<file path="src/rtl/mem_wb_pipe_pkg.sv">
// mem_wb_pipe_pkg: In_Ctrl field positions, control width and load-mode encodings
package mem_wb_pipe_pkg;
  localparam int CTRL_W        = 6;
  localparam int CTRL_REGWRITE = 0;
  localparam int CTRL_M2R_LO   = 1;
  localparam int CTRL_HALF     = 3;
  localparam int CTRL_SIGNED   = 5;
  localparam int LM_W          = 3;
  localparam int LMB_HALF      = 0;
  localparam int LMB_BYTE      = 1;
  localparam int LMB_SIGNED    = 2;
  typedef enum logic [LM_W-1:0] {
    LM_WORD   = 3'b000,
    LM_HALF_U = 3'b001,
    LM_BYTE_U = 3'b010,
    LM_HALF_S = 3'b101,
    LM_BYTE_S = 3'b110
  } load_mode_e;
endpackage

</file>
<file path="src/rtl/mem_wb_pipe_load_fmt.sv">
// load_fmt: byte/half lane select with sign or zero extension; byte wins over half
module load_fmt
  import mem_wb_pipe_pkg::*;
#(
  parameter int DATA_W = 32
) (
  input  logic [DATA_W-1:0] i_data,
  input  logic [1:0]        i_addr,
  input  logic [LM_W-1:0]   i_mode,
  output logic [DATA_W-1:0] o_data
);
  logic [7:0]  w_byte;
  logic [15:0] w_half;
  logic        w_sx;
  always_comb begin
    w_byte = i_data[{i_addr, 3'b000} +: 8];
    w_half = i_data[{i_addr[1], 4'b0000} +: 16];
    w_sx   = i_mode[LMB_SIGNED] & (i_mode[LMB_BYTE] ? w_byte[7] : w_half[15]);
    o_data = i_mode[LMB_BYTE] ? {{(DATA_W-8){w_sx}}, w_byte} :
             i_mode[LMB_HALF] ? {{(DATA_W-16){w_sx}}, w_half} : i_data;
  end
endmodule

</file>
<file path="src/rtl/mem_wb_pipe.sv">
// mem_wb_pipe: STAGES-deep MEM->WB register pipeline with stall, flush and bubble insertion.
// Define MEM_WB_LOADFMT_EN to format load data in stage 0 instead of in write-back.
module mem_wb_pipe
  import mem_wb_pipe_pkg::*;
#(
  parameter int DATA_W = 32,
  parameter int REG_W  = 5,
  parameter int STAGES = 1
) (
  input  logic              Clk,
  input  logic              Rst_n,
  input  logic              Stall,
  input  logic              Flush,
  input  logic              In_Valid,
  input  logic [CTRL_W-1:0] In_Ctrl,
  input  logic [DATA_W-1:0] In_Read,
  input  logic [DATA_W-1:0] In_PCAddResult,
  input  logic [DATA_W-1:0] In_ALUResult,
  input  logic [REG_W-1:0]  In_RegDst,
  output logic              Out_Valid,
  output logic              Out_RegWrite,
  output logic [1:0]        Out_MemToReg,
  output logic [LM_W-1:0]   Out_LoadMode,
  output logic [DATA_W-1:0] Out_Read,
  output logic [DATA_W-1:0] Out_PCAddResult,
  output logic [DATA_W-1:0] Out_ALUResult,
  output logic [REG_W-1:0]  Out_RegDst
);
  localparam int ST_W = 4 + LM_W + REG_W + 3 * DATA_W;
  logic [DATA_W-1:0] w_read;
  logic              w_rw;
`ifdef MEM_WB_LOADFMT_EN
  load_fmt #(.DATA_W(DATA_W)) u_fmt (
    .i_data(In_Read),
    .i_addr(In_ALUResult[1:0]),
    .i_mode(In_Ctrl[CTRL_SIGNED:CTRL_HALF]),
    .o_data(w_read)
  );
`else
  assign w_read = In_Read;
`endif
  // Each stage holds {valid, regwrite, memtoreg, loadmode, regdst, read, pc4, alu} as one word
  for (genvar s = 0; s < STAGES; s++) begin : g_st
    logic [ST_W-1:0] r_st;
    logic [ST_W-1:0] w_st;
    if (s == 0) begin : g_src
      assign w_st = In_Valid ? {1'b1, In_Ctrl[CTRL_REGWRITE], In_Ctrl[CTRL_M2R_LO +: 2],
                                In_Ctrl[CTRL_SIGNED:CTRL_HALF], In_RegDst, w_read,
                                In_PCAddResult, In_ALUResult} : '0;
    end else begin : g_src
      assign w_st = g_st[s-1].r_st;
    end
    always_ff @(posedge Clk or negedge Rst_n)
      if (!Rst_n) r_st <= '0;
      else if (Flush) r_st <= '0;
      else if (!Stall) r_st <= w_st;
  end
  assign {Out_Valid, w_rw, Out_MemToReg, Out_LoadMode, Out_RegDst, Out_Read,
          Out_PCAddResult, Out_ALUResult} = g_st[STAGES-1].r_st;
  assign Out_RegWrite = w_rw & Out_Valid & (|Out_RegDst);
endmodule

</file>
<file path="config.mk">
export PLATFORM = sky130hd
export DESIGN_NAME = mem_wb_pipe
export DESIGN_NICKNAME = d
export VERILOG_FILES = /design/src/rtl/mem_wb_pipe_pkg.sv /design/src/rtl/mem_wb_pipe_load_fmt.sv /design/src/rtl/mem_wb_pipe.sv
export SDC_FILE = /design/constraint.sdc
export NUM_CORES = 1
export LEC_CHECK = 0
export ABC_AREA = 1
export BUFFER_PORTS_ARGS = -buffer_cell sky130_fd_sc_hd__buf_4
export CAP_MARGIN = 20
export CORE_AREA = 10 10 111 113
export CTS_CLUSTER_DIAMETER = 40
export CTS_CLUSTER_SIZE = 10
export DETAILED_ROUTE_END_ITERATION = 12
export DIE_AREA = 0 0 121 123
export PLACE_DENSITY_LB_ADDON = 0.15
export RECOVER_POWER = 25
export SETUP_SLACK_MARGIN = 0.5
export SLEW_MARGIN = 20
export SYNTH_ARGS = -nofsm -noshare
export SYNTH_HDL_FRONTEND = slang
export SYNTH_SLANG_ARGS = --single-unit
</file>
<file path="constraint.sdc">
create_clock -name Clk -period 0.9 [get_ports Clk]
set_input_delay 0.045 -clock Clk [delete_from_list [all_inputs] [get_ports Clk]]
set_output_delay 0.045 -clock Clk [all_outputs]
set_load 0.02 [all_outputs]
</file>
==> impl_results.html, run 1 <==
<table>
<tr><th>Metric</th><th>Value</th></tr>
<tr><th colspan="2">Run status</th></tr>
<tr><td>Result of the run</td><td>complete, but fails checks</td></tr>
<tr><td>Violations in the final reports</td><td>negative hold slack, negative setup slack</td></tr>
<tr><th colspan="2">Floorplan</th></tr>
<tr><td>Number of rows in the core area</td><td>37</td></tr>
<tr><td>Number of top-level pins</td><td>220</td></tr>
<tr><td>Core box area</td><td>about 10000 um^2</td></tr>
<tr><td>Die area</td><td>14900 um^2</td></tr>
<tr><td>Chip Width</td><td>between 100 and 150 um</td></tr>
<tr><td>Height of the die</td><td>about 120 um</td></tr>
<tr><td>Initial standard-cell utilization of the core</td><td>between 40% and 50%</td></tr>
<tr><th colspan="2">Timing</th></tr>
<tr><td>Unrepaired setup endpoints after global routing</td><td>yes</td></tr>
<tr><td>Worst Clk Skew</td><td>0 ns</td></tr>
<tr><td>Final total negative setup slack</td><td>-6.56 ns</td></tr>
<tr><td>Number of hold-slack violations in the final timing report</td><td>around 120</td></tr>
<tr><td>Worst max-slew margin expressed relative to the limit</td><td>56.2%</td></tr>
<tr><td>Tightest hold margin</td><td>-0.325 ns</td></tr>
<tr><td>Ratio of final minimum period to clock period</td><td>139%</td></tr>
<tr><td>Final setup viols</td><td>around 110</td></tr>
<tr><td>Time the final worst path needs with I/O delays and setup</td><td>roughly 1.3 ns</td></tr>
<tr><td>Slew Limit Fails</td><td>0</td></tr>
<tr><td>Maximum operating frequency</td><td>798 MHz</td></tr>
<tr><td>Final setup margin</td><td>-0.352 ns</td></tr>
<tr><td>Least-Margin Pin Slew</td><td>between 0.6 and 0.7 ns</td></tr>
<tr><th colspan="2">Power</th></tr>
<tr><td>Clk network pwr share</td><td>28.0%</td></tr>
<tr><td>Proportion of total power due to net switching</td><td>between 20% and 30%</td></tr>
<tr><td>Leakage</td><td>roughly 4.2 nW</td></tr>
<tr><td>Seq pwr share</td><td>a little over half</td></tr>
<tr><td>Proportion of power drawn by combinational gates</td><td>a little under a fifth</td></tr>
<tr><td>Peak supply drop</td><td>0.643 mV</td></tr>
<tr><td>Internal power</td><td>just over 7 mW</td></tr>
<tr><td>Switching Power</td><td>approximately 2.6 mW</td></tr>
<tr><td>Power per cell area</td><td>~1300 nW/um^2</td></tr>
<tr><td>Final total power</td><td>~9.8 mW</td></tr>
<tr><th colspan="2">Layout</th></tr>
<tr><td>Largest regs</td><td>g_st.r_st: 108 flops</td></tr>
<tr><td>Inserted Diodes</td><td>0</td></tr>
<tr><td>Seq. cell area</td><td>~2700 um^2</td></tr>
<tr><td>Final #Nets</td><td>856</td></tr>
<tr><td>Most common cell after layout, fill and taps aside</td><td>sky130_fd_sc_hd__buf_6</td></tr>
<tr><td>Number of flip-flops under the largest register name</td><td>roughly 110</td></tr>
<tr><td>Most frequent cells in the layout</td><td>158 x sky130_fd_sc_hd__buf_6, 122 x sky130_fd_sc_hd__buf_4, 109 x sky130_fd_sc_hd__inv_1, 107 x sky130_fd_sc_hd__dfrtp_1, 80 x sky130_fd_sc_hd__o21ai_1</td></tr>
<tr><td>Area of combinational cells with multiple inputs</td><td>between 1000 and 1500 um^2</td></tr>
<tr><td>Fraction of final layout cells with drive strength greater than 1</td><td>between 50% and 60%</td></tr>
<tr><td>Register name with the most flops</td><td>g_st.r_st</td></tr>
<tr><td>P&amp;R area growth vs syn</td><td>49.2%</td></tr>
<tr><td>Filler Cell Count</td><td>698</td></tr>
<tr><td>Area of all placed cells without fillers</td><td>roughly 7600 um^2</td></tr>
<tr><th colspan="2">Critical path</th></tr>
<tr><td>Worst Setup End Kind</td><td>primary output</td></tr>
<tr><td>Family with the most delay on the worst path</td><td>buffers and inverters</td></tr>
<tr><td>Worst-case register-to-register setup slack</td><td>-0.03 ns</td></tr>
<tr><td>RR Startpoint</td><td>g_st[0].r_st[97]$_DFFE_PN0P_</td></tr>
<tr><td>Cell with the most instances on the worst path</td><td>sky130_fd_sc_hd__buf_6</td></tr>
<tr><td>Arrival time at the worst endpoint</td><td>between 1 and 1.5 ns</td></tr>
<tr><td>Longest individual stage delay on the worst path</td><td>0.39 ns</td></tr>
<tr><td>CP Max Fanout</td><td>2</td></tr>
<tr><td>Cell with the largest stage delay on the worst path</td><td>sky130_fd_sc_hd__dfrtp_1</td></tr>
<tr><td>Startpoint class of the critical path</td><td>register</td></tr>
<tr><td>Critical Path Start</td><td>g_st[0].r_st[97]$_DFFE_PN0P_</td></tr>
<tr><td>Cell-by-cell listing of the critical path</td><td>buf_4 &gt; buf_6 &gt; buf_6 &gt; buf_6</td></tr>
<tr><td>Type of the worst setup path</td><td>register to primary output</td></tr>
<tr><td>CP required</td><td>0.85 ns</td></tr>
<tr><td>Crit path buf inv count</td><td>4</td></tr>
<tr><th colspan="2">CTS</th></tr>
<tr><td>Number of buffers added by the clock tree synthesis step</td><td>9</td></tr>
<tr><td>CTS tree</td><td>yes</td></tr>
<tr><td>Longest Clk Path Bufs</td><td>2</td></tr>
<tr><td>CTS sink count</td><td>108</td></tr>
<tr><td>Clock-pin slew reported for the worst setup and hold paths after clock tree synthesis</td><td>around 0.1 ns</td></tr>
<tr><td>Number of levels the H-tree was split into</td><td>3</td></tr>
<tr><td>Clock insertion delay at the later pin of the skew report</td><td>0.36 ns</td></tr>
<tr><td>Clock Root Buffer</td><td>sky130_fd_sc_hd__clkbuf_8</td></tr>
<tr><th colspan="2">Placed design</th></tr>
<tr><td>Post-DP Area</td><td>just over 6000 um^2</td></tr>
<tr><td>Detailed-placement wirelength estimate</td><td>between 9000 and 10000 um</td></tr>
<tr><td>Port-buffer cells</td><td>around 220</td></tr>
<tr><td>Place WS</td><td>-0.0495 ns</td></tr>
<tr><td>Routability-driven placement congestion ratio</td><td>about 0.75</td></tr>
<tr><th colspan="2">Flow run</th></tr>
<tr><td>Number of max-capacitance violations reported</td><td>0</td></tr>
<tr><th colspan="2">Detailed routing</th></tr>
<tr><td>Initial detailed-routing violation count</td><td>between 200 and 250</td></tr>
<tr><td>Number of detailed-route iterations in the first pass</td><td>4</td></tr>
<tr><td>DRT Wirelength</td><td>between 10000 and 15000 um</td></tr>
<tr><td>Final routed wire length divided by cell count</td><td>16.0 um</td></tr>
<tr><td>Antenna Nets Post-Route</td><td>0</td></tr>
<tr><td>Drt via density</td><td>4.50</td></tr>
<tr><td>Total DRC errors in the routed layout</td><td>0</td></tr>
<tr><td>Vias after detailed routing</td><td>about 4000</td></tr>
<tr><th colspan="2">Logic synthesis</th></tr>
<tr><td>Post-Synthesis Cell Area</td><td>5070 um^2</td></tr>
<tr><td>Top cells by area in the synthesized netlist</td><td>sky130_fd_sc_hd__dfrtp_1 53%, sky130_fd_sc_hd__buf_4 16%, sky130_fd_sc_hd__inv_1 8.2%, sky130_fd_sc_hd__nand2_1 8.2%, sky130_fd_sc_hd__o21ai_0 7.7%</td></tr>
<tr><td>Share of the synthesized area in the top cell type</td><td>53.3%</td></tr>
<tr><td>Cell count after synthesis</td><td>approximately 570</td></tr>
<tr><td>Register area share after synthesis</td><td>a little over half</td></tr>
<tr><td>Yosys warning total</td><td>0</td></tr>
<tr><td>Synthesized net count</td><td>683</td></tr>
<tr><td>Number of synthesized register bits</td><td>108</td></tr>
<tr><td>Number of distinct library cells after synthesis</td><td>16</td></tr>
<tr><td>Yosys top cell by area</td><td>sky130_fd_sc_hd__dfrtp_1</td></tr>
<tr><td>Mean Syn Cell Area</td><td>8.87 um^2</td></tr>
<tr><th colspan="2">Global route</th></tr>
<tr><td>Met2 layer usage reported by global route</td><td>27.8%</td></tr>
<tr><td>Global routing usage on met3</td><td>under 10%</td></tr>
<tr><td>Residual overflow from global routing</td><td>0</td></tr>
<tr><td>Layer carrying the most global-route usage</td><td>met2</td></tr>
<tr><td>Wire length of the first global-routing pass</td><td>about 20000 um</td></tr>
<tr><td>Number of antenna violations at the first check in global routing</td><td>0</td></tr>
<tr><td>Met1 demand-to-capacity share in global routing</td><td>about a fifth</td></tr>
<tr><td>Number of global-route vias before repair</td><td>3903</td></tr>
<tr><td>Largest net degree at the start of global routing</td><td>between 40 and 50</td></tr>
<tr><td>Total Routing Usage GR</td><td>~17%</td></tr>
<tr><th colspan="2">Min path</th></tr>
<tr><td>Hold Path Class</td><td>input pin to asynchronous set/reset pin</td></tr>
</table>
-- Yosys cell counts --
master / instances
sky130_fd_sc_hd__inv_2: 1
sky130_fd_sc_hd__nand3_1: 1
sky130_fd_sc_hd__clkbuf_1: 8
sky130_fd_sc_hd__inv_1: 111
sky130_fd_sc_hd__dfrtp_1: 108
sky130_fd_sc_hd__nand2_1: 111
sky130_fd_sc_hd__o21ai_0: 78
sky130_fd_sc_hd__buf_2: 8
sky130_fd_sc_hd__nand3_4: 1
sky130_fd_sc_hd__buf_6: 1
sky130_fd_sc_hd__o21ai_2: 10
sky130_fd_sc_hd__nor2_4: 1
sky130_fd_sc_hd__nor2_1: 2
sky130_fd_sc_hd__o21ai_1: 19
sky130_fd_sc_hd__buf_4: 110
sky130_fd_sc_hd__clkbuf_2: 1
-- power by group through the flow --
stage               Sequential (mW)  Combinational (mW)  Clock [mW]
global placement               5.23                1.49           0
CTS                            5.17                1.72        2.83
detailed placement             5.23                1.51           0
global route                   5.20                2.03        3.01
floorplan                      5.24               0.962           0
finish                         5.18                1.88        2.75
-- what timing repair did --
item,in CTS,in global routing
pin swaps,21,3
buffers inserted,27,32
endpoints found under the setup margin,216,216
resized for setup,171,89
endpoints found under the hold margin,215,215
-- layer usage --
metal,vias to the layer above,part of all wire [%]
li1,1951,-
met1,1881,38
met2,139,51
met3,15,9.7
met4,0,1.3
met5,-,0
-- path summary, 6_finish.rpt --
| check | endpoint | cells past startpoint |
|---|---|---|
| min in group Clk | g_st[0].r_st[46]$_DFFE_PN0P_ | 3 |
| worst max register to register | g_st[0].r_st[97]$_DFFE_PN0P_ | 5 |
| max in group asynchronous | g_st[0].r_st[85]$_DFFE_PN0P_ | 2 |
| worst min register to register | g_st[0].r_st[13]$_DFFE_PN0P_ | 2 |
| worst min-delay path | g_st[0].r_st[53]$_DFFE_PN0P_ | 1 |
| worst max-delay path | Out_RegDst[1] | 4 |
-- area by class of cell --
| class | count | share of cell area [%] |
|---|---|---|
| Sequential cell | 108 | 35.8 |
| Timing Repair Buffer | 290 | 37.7 |
| Inverter | 112 | 5.76 |
| Multi-Input combinational cell | 223 | 16.1 |
| Tap cell | 136 | 2.25 |
| Clock buffer | 13 | 2.10 |
| Clock inverter | 3 | 0.281 |
-- logic make-up after synthesis --
| kind of cell | synth area share, % |
|---|---|
| simple gates | 9.04 |
| buf+inv | 26.3 |
| compound gates | 11.3 |
| flops | 53.3 |
-- stage by stage --
stage	hold slack (ns)	utilization, %	instances
after floorplan	-0.251	-	571
after global placement	-0.0929	61.3	810
after detailed placement	-0.0908	61.3	810
after CTS	-0.496	69.5	853
after global routing	-0.310	74.6	885
final	-0.325	74.6	885
Power figures use the tool's default switching activity.
==> inputs of run 2 (changes only) <==
Settings changed: CTS_CLUSTER_SIZE 10 to not set, RECOVER_POWER 25 to 100.
==> run 2 against run 1 <==
Against the previous run: the flow still finishes with violations (negative hold slack, negative setup slack); sequential power hardly changed; final cell count did not move; sequential share of layout area up 0.45 points; register-to-register slack hardly changed; non-clock buffer count stayed put; wire length grew 0.21%; flip-flop and latch count unchanged; total power decreased by 0.73%; combinational power down 4%; critical path type unchanged; highest routed layer unchanged.
==> impl_results.html, run 2 (synthesis results as in run 1) <==
<table>
<tr><th>Metric</th><th>Value</th></tr>
<tr><th colspan="2">Power</th></tr>
<tr><td>Leakage</td><td>~4.1 nW</td></tr>
<tr><td>Power per cell area</td><td>1300 nW/um^2</td></tr>
<tr><td>Final total power</td><td>a little under 10 mW</td></tr>
<tr><td>Peak supply drop</td><td>approximately 0.64 mV</td></tr>
<tr><th colspan="2">Global route</th></tr>
<tr><td>Number of global-route vias before repair</td><td>between 3000 and 4000</td></tr>
<tr><td>Largest net degree at the start of global routing</td><td>48</td></tr>
<tr><td>Wire length of the first global-routing pass</td><td>20300 um</td></tr>
<tr><td>Total Routing Usage GR</td><td>16.9%</td></tr>
<tr><td>Number of antenna violations at the first check in global routing</td><td>0</td></tr>
<tr><td>Residual overflow from global routing</td><td>0</td></tr>
<tr><th colspan="2">Timing</th></tr>
<tr><td>Least-Margin Pin Slew</td><td>0.571 ns</td></tr>
<tr><td>Final setup margin</td><td>-0.353 ns</td></tr>
<tr><td>Number of hold-slack violations in the final timing report</td><td>115</td></tr>
<tr><td>Tightest hold margin</td><td>-0.362 ns</td></tr>
<tr><td>Ratio of final minimum period to clock period</td><td>139%</td></tr>
<tr><td>Time the final worst path needs with I/O delays and setup</td><td>roughly 1.3 ns</td></tr>
<tr><td>Slew Limit Fails</td><td>0</td></tr>
<tr><td>Final total negative setup slack</td><td>-6.78 ns</td></tr>
<tr><td>Unrepaired setup endpoints after global routing</td><td>yes</td></tr>
<tr><td>Worst Clk Skew</td><td>0 ns</td></tr>
<tr><td>Maximum operating frequency</td><td>between 700 and 800 MHz</td></tr>
<tr><td>Final setup viols</td><td>roughly 130</td></tr>
<tr><td>Worst max-slew margin expressed relative to the limit</td><td>between 60% and 70%</td></tr>
<tr><th colspan="2">Placed design</th></tr>
<tr><td>Detailed-placement wirelength estimate</td><td>roughly 9600 um</td></tr>
<tr><td>Cell total after placement</td><td>between 800 and 900</td></tr>
<tr><td>Place WS</td><td>-0.0495 ns</td></tr>
<tr><td>Routability-driven placement congestion ratio</td><td>about 0.75</td></tr>
<tr><td>Post-DP Area</td><td>roughly 6200 um^2</td></tr>
<tr><td>Port-buffer cells</td><td>219</td></tr>
<tr><th colspan="2">CTS</th></tr>
<tr><td>Clock-pin slew reported for the worst setup and hold paths after clock tree synthesis</td><td>roughly 0.1 ns</td></tr>
<tr><td>Number of buffers added by the clock tree synthesis step</td><td>9</td></tr>
<tr><td>CTS sink count</td><td>between 100 and 150</td></tr>
<tr><td>Clock Root Buffer</td><td>sky130_fd_sc_hd__clkbuf_8</td></tr>
<tr><td>CTS tree</td><td>yes</td></tr>
<tr><td>Number of levels the H-tree was split into</td><td>3</td></tr>
<tr><td>Clock insertion delay at the later pin of the skew report</td><td>between 0.3 and 0.4 ns</td></tr>
<tr><td>Longest Clk Path Bufs</td><td>2</td></tr>
<tr><th colspan="2">Flow run</th></tr>
<tr><td>Number of max-capacitance violations reported</td><td>0</td></tr>
<tr><th colspan="2">Floorplan</th></tr>
<tr><td>Chip Width</td><td>between 100 and 150 um</td></tr>
<tr><td>Number of rows in the core area</td><td>37</td></tr>
<tr><td>Core box area</td><td>between 10000 and 15000 um^2</td></tr>
<tr><td>Height of the die</td><td>approximately 120 um</td></tr>
<tr><td>Die area</td><td>around 15000 um^2</td></tr>
<tr><td>Number of top-level pins</td><td>220</td></tr>
<tr><td>Initial standard-cell utilization of the core</td><td>approximately half</td></tr>
<tr><th colspan="2">Layout</th></tr>
<tr><td>Register name with the most flops</td><td>g_st.r_st</td></tr>
<tr><td>Number of flip-flops under the largest register name</td><td>approximately 110</td></tr>
<tr><td>Most frequent cells in the layout</td><td>152 x sky130_fd_sc_hd__buf_6, 119 x sky130_fd_sc_hd__buf_4, 109 x sky130_fd_sc_hd__inv_1, 107 x sky130_fd_sc_hd__dfrtp_1, 83 x sky130_fd_sc_hd__nand2_1</td></tr>
<tr><td>Most common cell after layout, fill and taps aside</td><td>sky130_fd_sc_hd__buf_6</td></tr>
<tr><td>Filler Cell Count</td><td>between 700 and 800</td></tr>
<tr><td>Seq. cell area</td><td>about 2700 um^2</td></tr>
<tr><td>Inserted Diodes</td><td>0</td></tr>
<tr><td>Largest regs</td><td>g_st.r_st: 108 flops</td></tr>
<tr><td>P&amp;R area growth vs syn</td><td>47.4%</td></tr>
<tr><td>Final Instance Count excl. Fillers</td><td>between 800 and 900</td></tr>
<tr><td>Final #Nets</td><td>between 800 and 900</td></tr>
<tr><td>Area of combinational cells with multiple inputs</td><td>~1200 um^2</td></tr>
<tr><td>Area of all placed cells without fillers</td><td>between 7000 and 8000 um^2</td></tr>
<tr><td>Fraction of final layout cells with drive strength greater than 1</td><td>between 40% and 50%</td></tr>
<tr><td>Final core utilization</td><td>73.7%</td></tr>
<tr><th colspan="2">Run status</th></tr>
<tr><td>Result of the run</td><td>complete, but fails checks</td></tr>
<tr><td>Violations in the final reports</td><td>negative hold slack, negative setup slack</td></tr>
<tr><th colspan="2">Detailed routing</th></tr>
<tr><td>DRT Wirelength</td><td>~14000 um</td></tr>
<tr><td>Antenna Nets Post-Route</td><td>0</td></tr>
<tr><td>Drt via density</td><td>4.53</td></tr>
<tr><td>Initial detailed-routing violation count</td><td>slightly above 200</td></tr>
<tr><td>Number of detailed-route iterations in the first pass</td><td>4</td></tr>
<tr><td>Total DRC errors in the routed layout</td><td>0</td></tr>
<tr><td>Final routed wire length divided by cell count</td><td>~16 um</td></tr>
<tr><td>Vias after detailed routing</td><td>4006</td></tr>
<tr><th colspan="2">Critical path</th></tr>
<tr><td>Type of the worst setup path</td><td>register to primary output</td></tr>
<tr><td>CP Max Fanout</td><td>2</td></tr>
<tr><td>Startpoint class of the critical path</td><td>register</td></tr>
<tr><td>Worst Setup End Kind</td><td>primary output</td></tr>
<tr><td>CP required</td><td>between 0.8 and 0.9 ns</td></tr>
<tr><td>Arrival time at the worst endpoint</td><td>between 1 and 1.5 ns</td></tr>
<tr><th colspan="2">Min path</th></tr>
<tr><td>Hold Path Class</td><td>input pin to asynchronous set/reset pin</td></tr>
</table>
[run 2: cell type report]
| type | count | share of cell area (%) |
|---|---|---|
| clock buffer | 13 | 2.13 |
| timing repair buffer | 290 | 37.7 |
| tap | 136 | 2.28 |
| inverter | 112 | 5.68 |
| multi-input combinational | 223 | 15.7 |
| clock inverter | 3 | 0.285 |
| sequential | 108 | 36.2 |
[run 2: where the power goes]
part | total, mW | internal (mW) | leakage, nW | switching [mW]
Combinational | 1.81 | 0.957 | 2.57 | 0.854
Clock | 2.75 | 1.16 | 0.0896 | 1.58
Sequential | 5.18 | 5.03 | 1.47 | 0.146
[run 2: layer usage]
layer  routed length [um]  up-vias  track usage, %
met4                  184        0            5.28
met3                 1440       15            7.93
met1                 5310     1899            19.3
met2                 7240      148            27.8
li1                     -     1944               -
met5                    0        -               0
[run 2: worst max-delay path: stages, from the launching register on]
cell                      delay [ns]
sky130_fd_sc_hd__dfrtp_1        0.39
sky130_fd_sc_hd__buf_4          0.13
sky130_fd_sc_hd__buf_6          0.10
sky130_fd_sc_hd__buf_6          0.11
sky130_fd_sc_hd__buf_6          0.12
[run 2: timing repair]
action,4_1_cts,5_1_grt
buffers inserted,27,32
resized for setup,171,89
endpoints found under the setup margin,216,216
pin swaps,21,3
hold endpoints to repair,215,215
[run 2: final timing paths]
| path | from | endpoint | slack, ns | cells past startpoint |
|---|---|---|---|---|
| setup / recovery | g_st[0].r_st[97]$_DFFE_PN0P_ | Out_RegDst[1] | -0.35 | 4 |
| hold / removal | Rst_n | g_st[0].r_st[53]$_DFFE_PN0P_ | -0.36 | 1 |
| setup reg to reg | g_st[0].r_st[97]$_DFFE_PN0P_ | g_st[0].r_st[97]$_DFFE_PN0P_ | -0.04 | 5 |
| hold reg to reg | g_st[0].r_st[106]$_DFFE_PN0P_ | g_st[0].r_st[106]$_DFFE_PN0P_ | 0.51 | 2 |
| max in group asynchronous | Rst_n | g_st[0].r_st[69]$_DFFE_PN0P_ | 0.24 | 2 |
| min in group Clk | In_Read[26] | g_st[0].r_st[90]$_DFFE_PN0P_ | -0.08 | 3 |
==> inputs of run 3 (changes only) <==
Settings changed: CORE_AREA 10 10 111 113 to 5 5 106 108, DIE_AREA 0 0 121 123 to 0 0 111 113, PLACE_DENSITY set to 0.84, PLACE_DENSITY_LB_ADDON 0.15 to not set.
==> run 3 against run 2 <==
Against the previous run: critical path type unchanged; critical endpoint is now Out_RegWrite; setup slack lost 0.15 ns; the run still ends with negative hold slack, negative setup slack left; critical path depth is 1 higher; total power increased by 0.64%; sequential share of layout area decreased by 0.53 points.
==> impl_results.html, run 3 (synthesis results as in run 1) <==
<table>
<tr><th>Metric</th><th>Value</th></tr>
<tr><th colspan="2">Floorplan</th></tr>
<tr><td>Initial standard-cell utilization of the core</td><td>around 50%</td></tr>
<tr><td>Number of rows in the core area</td><td>37</td></tr>
<tr><td>Die area</td><td>12500 um^2</td></tr>
<tr><td>Core box area</td><td>10100 um^2</td></tr>
<tr><td>Height of the die</td><td>~110 um</td></tr>
<tr><td>Chip Width</td><td>between 100 and 150 um</td></tr>
<tr><td>Number of top-level pins</td><td>220</td></tr>
<tr><th colspan="2">Detailed routing</th></tr>
<tr><td>Antenna Nets Post-Route</td><td>0</td></tr>
<tr><td>Initial detailed-routing violation count</td><td>approximately 260</td></tr>
<tr><td>Final routed wire length divided by cell count</td><td>about 18 um</td></tr>
<tr><td>Vias after detailed routing</td><td>4369</td></tr>
<tr><td>DRT Wirelength</td><td>16300 um</td></tr>
<tr><td>Number of detailed-route iterations in the first pass</td><td>5</td></tr>
<tr><td>Total DRC errors in the routed layout</td><td>0</td></tr>
<tr><td>Drt via density</td><td>4.87</td></tr>
<tr><th colspan="2">Flow run</th></tr>
<tr><td>Number of max-capacitance violations reported</td><td>0</td></tr>
<tr><th colspan="2">Critical path</th></tr>
<tr><td>Worst Setup End Kind</td><td>primary output</td></tr>
<tr><td>Type of the worst setup path</td><td>register to primary output</td></tr>
<tr><td>Cell-by-cell listing of the critical path</td><td>nor2_2 &gt; nand3_2 &gt; nand2_2 &gt; inv_2 &gt; buf_6</td></tr>
<tr><td>Startpoint class of the critical path</td><td>register</td></tr>
<tr><td>Arrival time at the worst endpoint</td><td>1.36 ns</td></tr>
<tr><td>Family with the most delay on the worst path</td><td>simple AND/OR/NAND/NOR gates</td></tr>
<tr><td>CP required</td><td>between 0.8 and 0.9 ns</td></tr>
<tr><td>CP Max Fanout</td><td>2</td></tr>
<tr><td>Longest individual stage delay on the worst path</td><td>slightly above 0.4 ns</td></tr>
<tr><td>Cell with the largest stage delay on the worst path</td><td>sky130_fd_sc_hd__dfrtp_1</td></tr>
<tr><td>Crit path buf inv count</td><td>2</td></tr>
<tr><th colspan="2">Power</th></tr>
<tr><td>Proportion of power drawn by combinational gates</td><td>about a fifth</td></tr>
<tr><td>Proportion of total power due to net switching</td><td>between 20% and 30%</td></tr>
<tr><td>Leakage</td><td>4.23 nW</td></tr>
<tr><td>Internal power</td><td>7.13 mW</td></tr>
<tr><td>Power per cell area</td><td>approximately 1300 nW/um^2</td></tr>
<tr><td>Peak supply drop</td><td>about 1.0 mV</td></tr>
<tr><td>Clk network pwr share</td><td>between 20% and 30%</td></tr>
<tr><td>Switching Power</td><td>2.67 mW</td></tr>
<tr><td>Seq pwr share</td><td>53.0%</td></tr>
<tr><th colspan="2">Timing</th></tr>
<tr><td>Maximum operating frequency</td><td>714 MHz</td></tr>
<tr><td>Slew Limit Fails</td><td>0</td></tr>
<tr><td>Final total negative setup slack</td><td>-7.50 ns</td></tr>
<tr><td>Tightest hold margin</td><td>-0.447 ns</td></tr>
<tr><td>Final setup margin</td><td>-0.500 ns</td></tr>
<tr><td>Unrepaired setup endpoints after global routing</td><td>yes</td></tr>
<tr><td>Worst max-slew margin expressed relative to the limit</td><td>approximately half</td></tr>
<tr><td>Number of hold-slack violations in the final timing report</td><td>96</td></tr>
<tr><td>Worst Clk Skew</td><td>0 ns</td></tr>
<tr><td>Final setup viols</td><td>around 120</td></tr>
<tr><td>Ratio of final minimum period to clock period</td><td>156%</td></tr>
<tr><td>Time the final worst path needs with I/O delays and setup</td><td>about 1.4 ns</td></tr>
<tr><td>Least-Margin Pin Slew</td><td>0.733 ns</td></tr>
<tr><th colspan="2">CTS</th></tr>
<tr><td>Clock insertion delay at the later pin of the skew report</td><td>around 0.35 ns</td></tr>
<tr><td>Longest Clk Path Bufs</td><td>2</td></tr>
<tr><td>CTS tree</td><td>yes</td></tr>
<tr><td>CTS sink count</td><td>108</td></tr>
<tr><td>Clock-pin slew reported for the worst setup and hold paths after clock tree synthesis</td><td>around 0.10 ns</td></tr>
<tr><td>Clock Root Buffer</td><td>sky130_fd_sc_hd__clkbuf_8</td></tr>
<tr><td>Number of buffers added by the clock tree synthesis step</td><td>9</td></tr>
<tr><td>Number of levels the H-tree was split into</td><td>3</td></tr>
<tr><th colspan="2">Placed design</th></tr>
<tr><td>Cell total after placement</td><td>between 800 and 900</td></tr>
<tr><td>Port-buffer cells</td><td>~220</td></tr>
<tr><td>Routability-driven placement congestion ratio</td><td>approximately 0.80</td></tr>
<tr><td>Detailed-placement wirelength estimate</td><td>~8500 um</td></tr>
<tr><th colspan="2">Layout</th></tr>
<tr><td>Inserted Diodes</td><td>0</td></tr>
<tr><td>Final Instance Count excl. Fillers</td><td>897</td></tr>
<tr><td>P&amp;R area growth vs syn</td><td>49.6%</td></tr>
<tr><td>Largest regs</td><td>g_st.r_st: 108 flops</td></tr>
<tr><td>Register name with the most flops</td><td>g_st.r_st</td></tr>
<tr><td>Most common cell after layout, fill and taps aside</td><td>sky130_fd_sc_hd__buf_6</td></tr>
<tr><td>Final #Nets</td><td>between 800 and 900</td></tr>
<tr><td>Most frequent cells in the layout</td><td>135 x sky130_fd_sc_hd__buf_6, 116 x sky130_fd_sc_hd__buf_4, 109 x sky130_fd_sc_hd__inv_1, 107 x sky130_fd_sc_hd__dfrtp_1, 66 x sky130_fd_sc_hd__nand2_1</td></tr>
<tr><td>Fraction of final layout cells with drive strength greater than 1</td><td>slightly below 50%</td></tr>
<tr><td>Number of flip-flops under the largest register name</td><td>108</td></tr>
<tr><td>Final core utilization</td><td>74.7%</td></tr>
<tr><th colspan="2">Global route</th></tr>
<tr><td>Number of antenna violations at the first check in global routing</td><td>0</td></tr>
<tr><td>Largest net degree at the start of global routing</td><td>50</td></tr>
<tr><td>Residual overflow from global routing</td><td>0</td></tr>
<tr><td>Wire length of the first global-routing pass</td><td>22000 um</td></tr>
<tr><td>Number of global-route vias before repair</td><td>between 4000 and 5000</td></tr>
<tr><td>Total Routing Usage GR</td><td>between 20% and 30%</td></tr>
<tr><th colspan="2">Run status</th></tr>
<tr><td>Violations in the final reports</td><td>negative hold slack, negative setup slack</td></tr>
<tr><td>Result of the run</td><td>complete, but fails checks</td></tr>
<tr><th colspan="2">Min path</th></tr>
<tr><td>Hold Path Class</td><td>input pin to asynchronous set/reset pin</td></tr>
</table>
==> run 3: cell count changes in the layout (fill, tap and decap cells not counted), sizes merged <==
cell / before / now
buf: 277 / 257
inv: 111 / 112
clkinvlp: 2 / 0
clkbuf: 20 / 44
clkdlybuf4s15: 6 / 15
==> run 3: area by class of cell <==
cell class	count	area [um^2]
timing repair buffer	303	2820
sequential	108	2700
fill	636	2560
multi-input combinational	223	1280
inverter	112	435
tap	136	170
clock buffer	13	159
clock inverter	2	10.0
==> run 3: power by group through the flow <==
stage | clock, mW | combinational, mW | sequential, mW
floorplan | 0 | 0.962 | 5.24
CTS | 2.70 | 1.74 | 5.17
global route | 2.98 | 2.04 | 5.21
detailed placement | 0 | 1.49 | 5.24
finish | 2.70 | 1.91 | 5.19
global placement | 0 | 1.46 | 5.23
==> run 3: through the flow <==
| stage | area, um^2 | worst slack (ns) | hold slack, ns | power [mW] |
|---|---|---|---|---|
| global route | 7580 | -0.526 | -0.440 | 10.2 |
| detailed placement | 6220 | -0.0327 | -0.117 | 6.73 |
| floorplan | 5540 | 0.198 | -0.251 | 6.20 |
| CTS | 7160 | -0.344 | -0.507 | 9.61 |
| global placement | 6220 | 0.0194 | -0.117 | 6.69 |
| finish | 7580 | -0.500 | -0.447 | 9.80 |
==> run 3: path summary, 6_finish.rpt <==
| kind | startpoint | depth (start not counted) | slack (ns) | to |
|---|---|---|---|---|
| setup / recovery | g_st[0].r_st[97]$_DFFE_PN0P_ | 5 | -0.50 | Out_RegWrite |
| hold / removal | Rst_n | 1 | -0.45 | g_st[0].r_st[89]$_DFFE_PN0P_ |
| setup reg to reg | g_st[0].r_st[97]$_DFFE_PN0P_ | 5 | -0.15 | g_st[0].r_st[97]$_DFFE_PN0P_ |
| hold reg to reg | g_st[0].r_st[49]$_DFFE_PN0P_ | 2 | 0.51 | g_st[0].r_st[49]$_DFFE_PN0P_ |
| max in group asynchronous | Rst_n | 2 | 0.29 | g_st[0].r_st[107]$_DFFE_PN0P_ |
| min in group Clk | In_PCAddResult[6] | 3 | -0.07 | g_st[0].r_st[38]$_DFFE_PN0P_ |
==> run 3: layer usage <==
layer  global-route usage, %  share of wire [%]  vias to the layer above
met1                    25.0                 35                     2070
met2                    39.0                 52                      268
met4                    7.14                4.7                        0
met5                       0                  0                        -
met3                    6.20                8.3                       63
li1                        -                  -                     1968
==> run 3: worst reg2reg max path, stage by stage (launching register included) <==
cell                      delay [ns]
sky130_fd_sc_hd__dfrtp_1        0.41
sky130_fd_sc_hd__buf_4          0.14
sky130_fd_sc_hd__buf_6          0.11
sky130_fd_sc_hd__buf_6          0.11
sky130_fd_sc_hd__nand2_1        0.09
sky130_fd_sc_hd__o21ai_1        0.08
==> run 3: timing repair <==
item	CTS	global route
pin swaps	43	3
endpoints found under the hold margin	215	214
buffers inserted	36	33
gates resized for setup	185	116
setup endpoints to repair	216	216
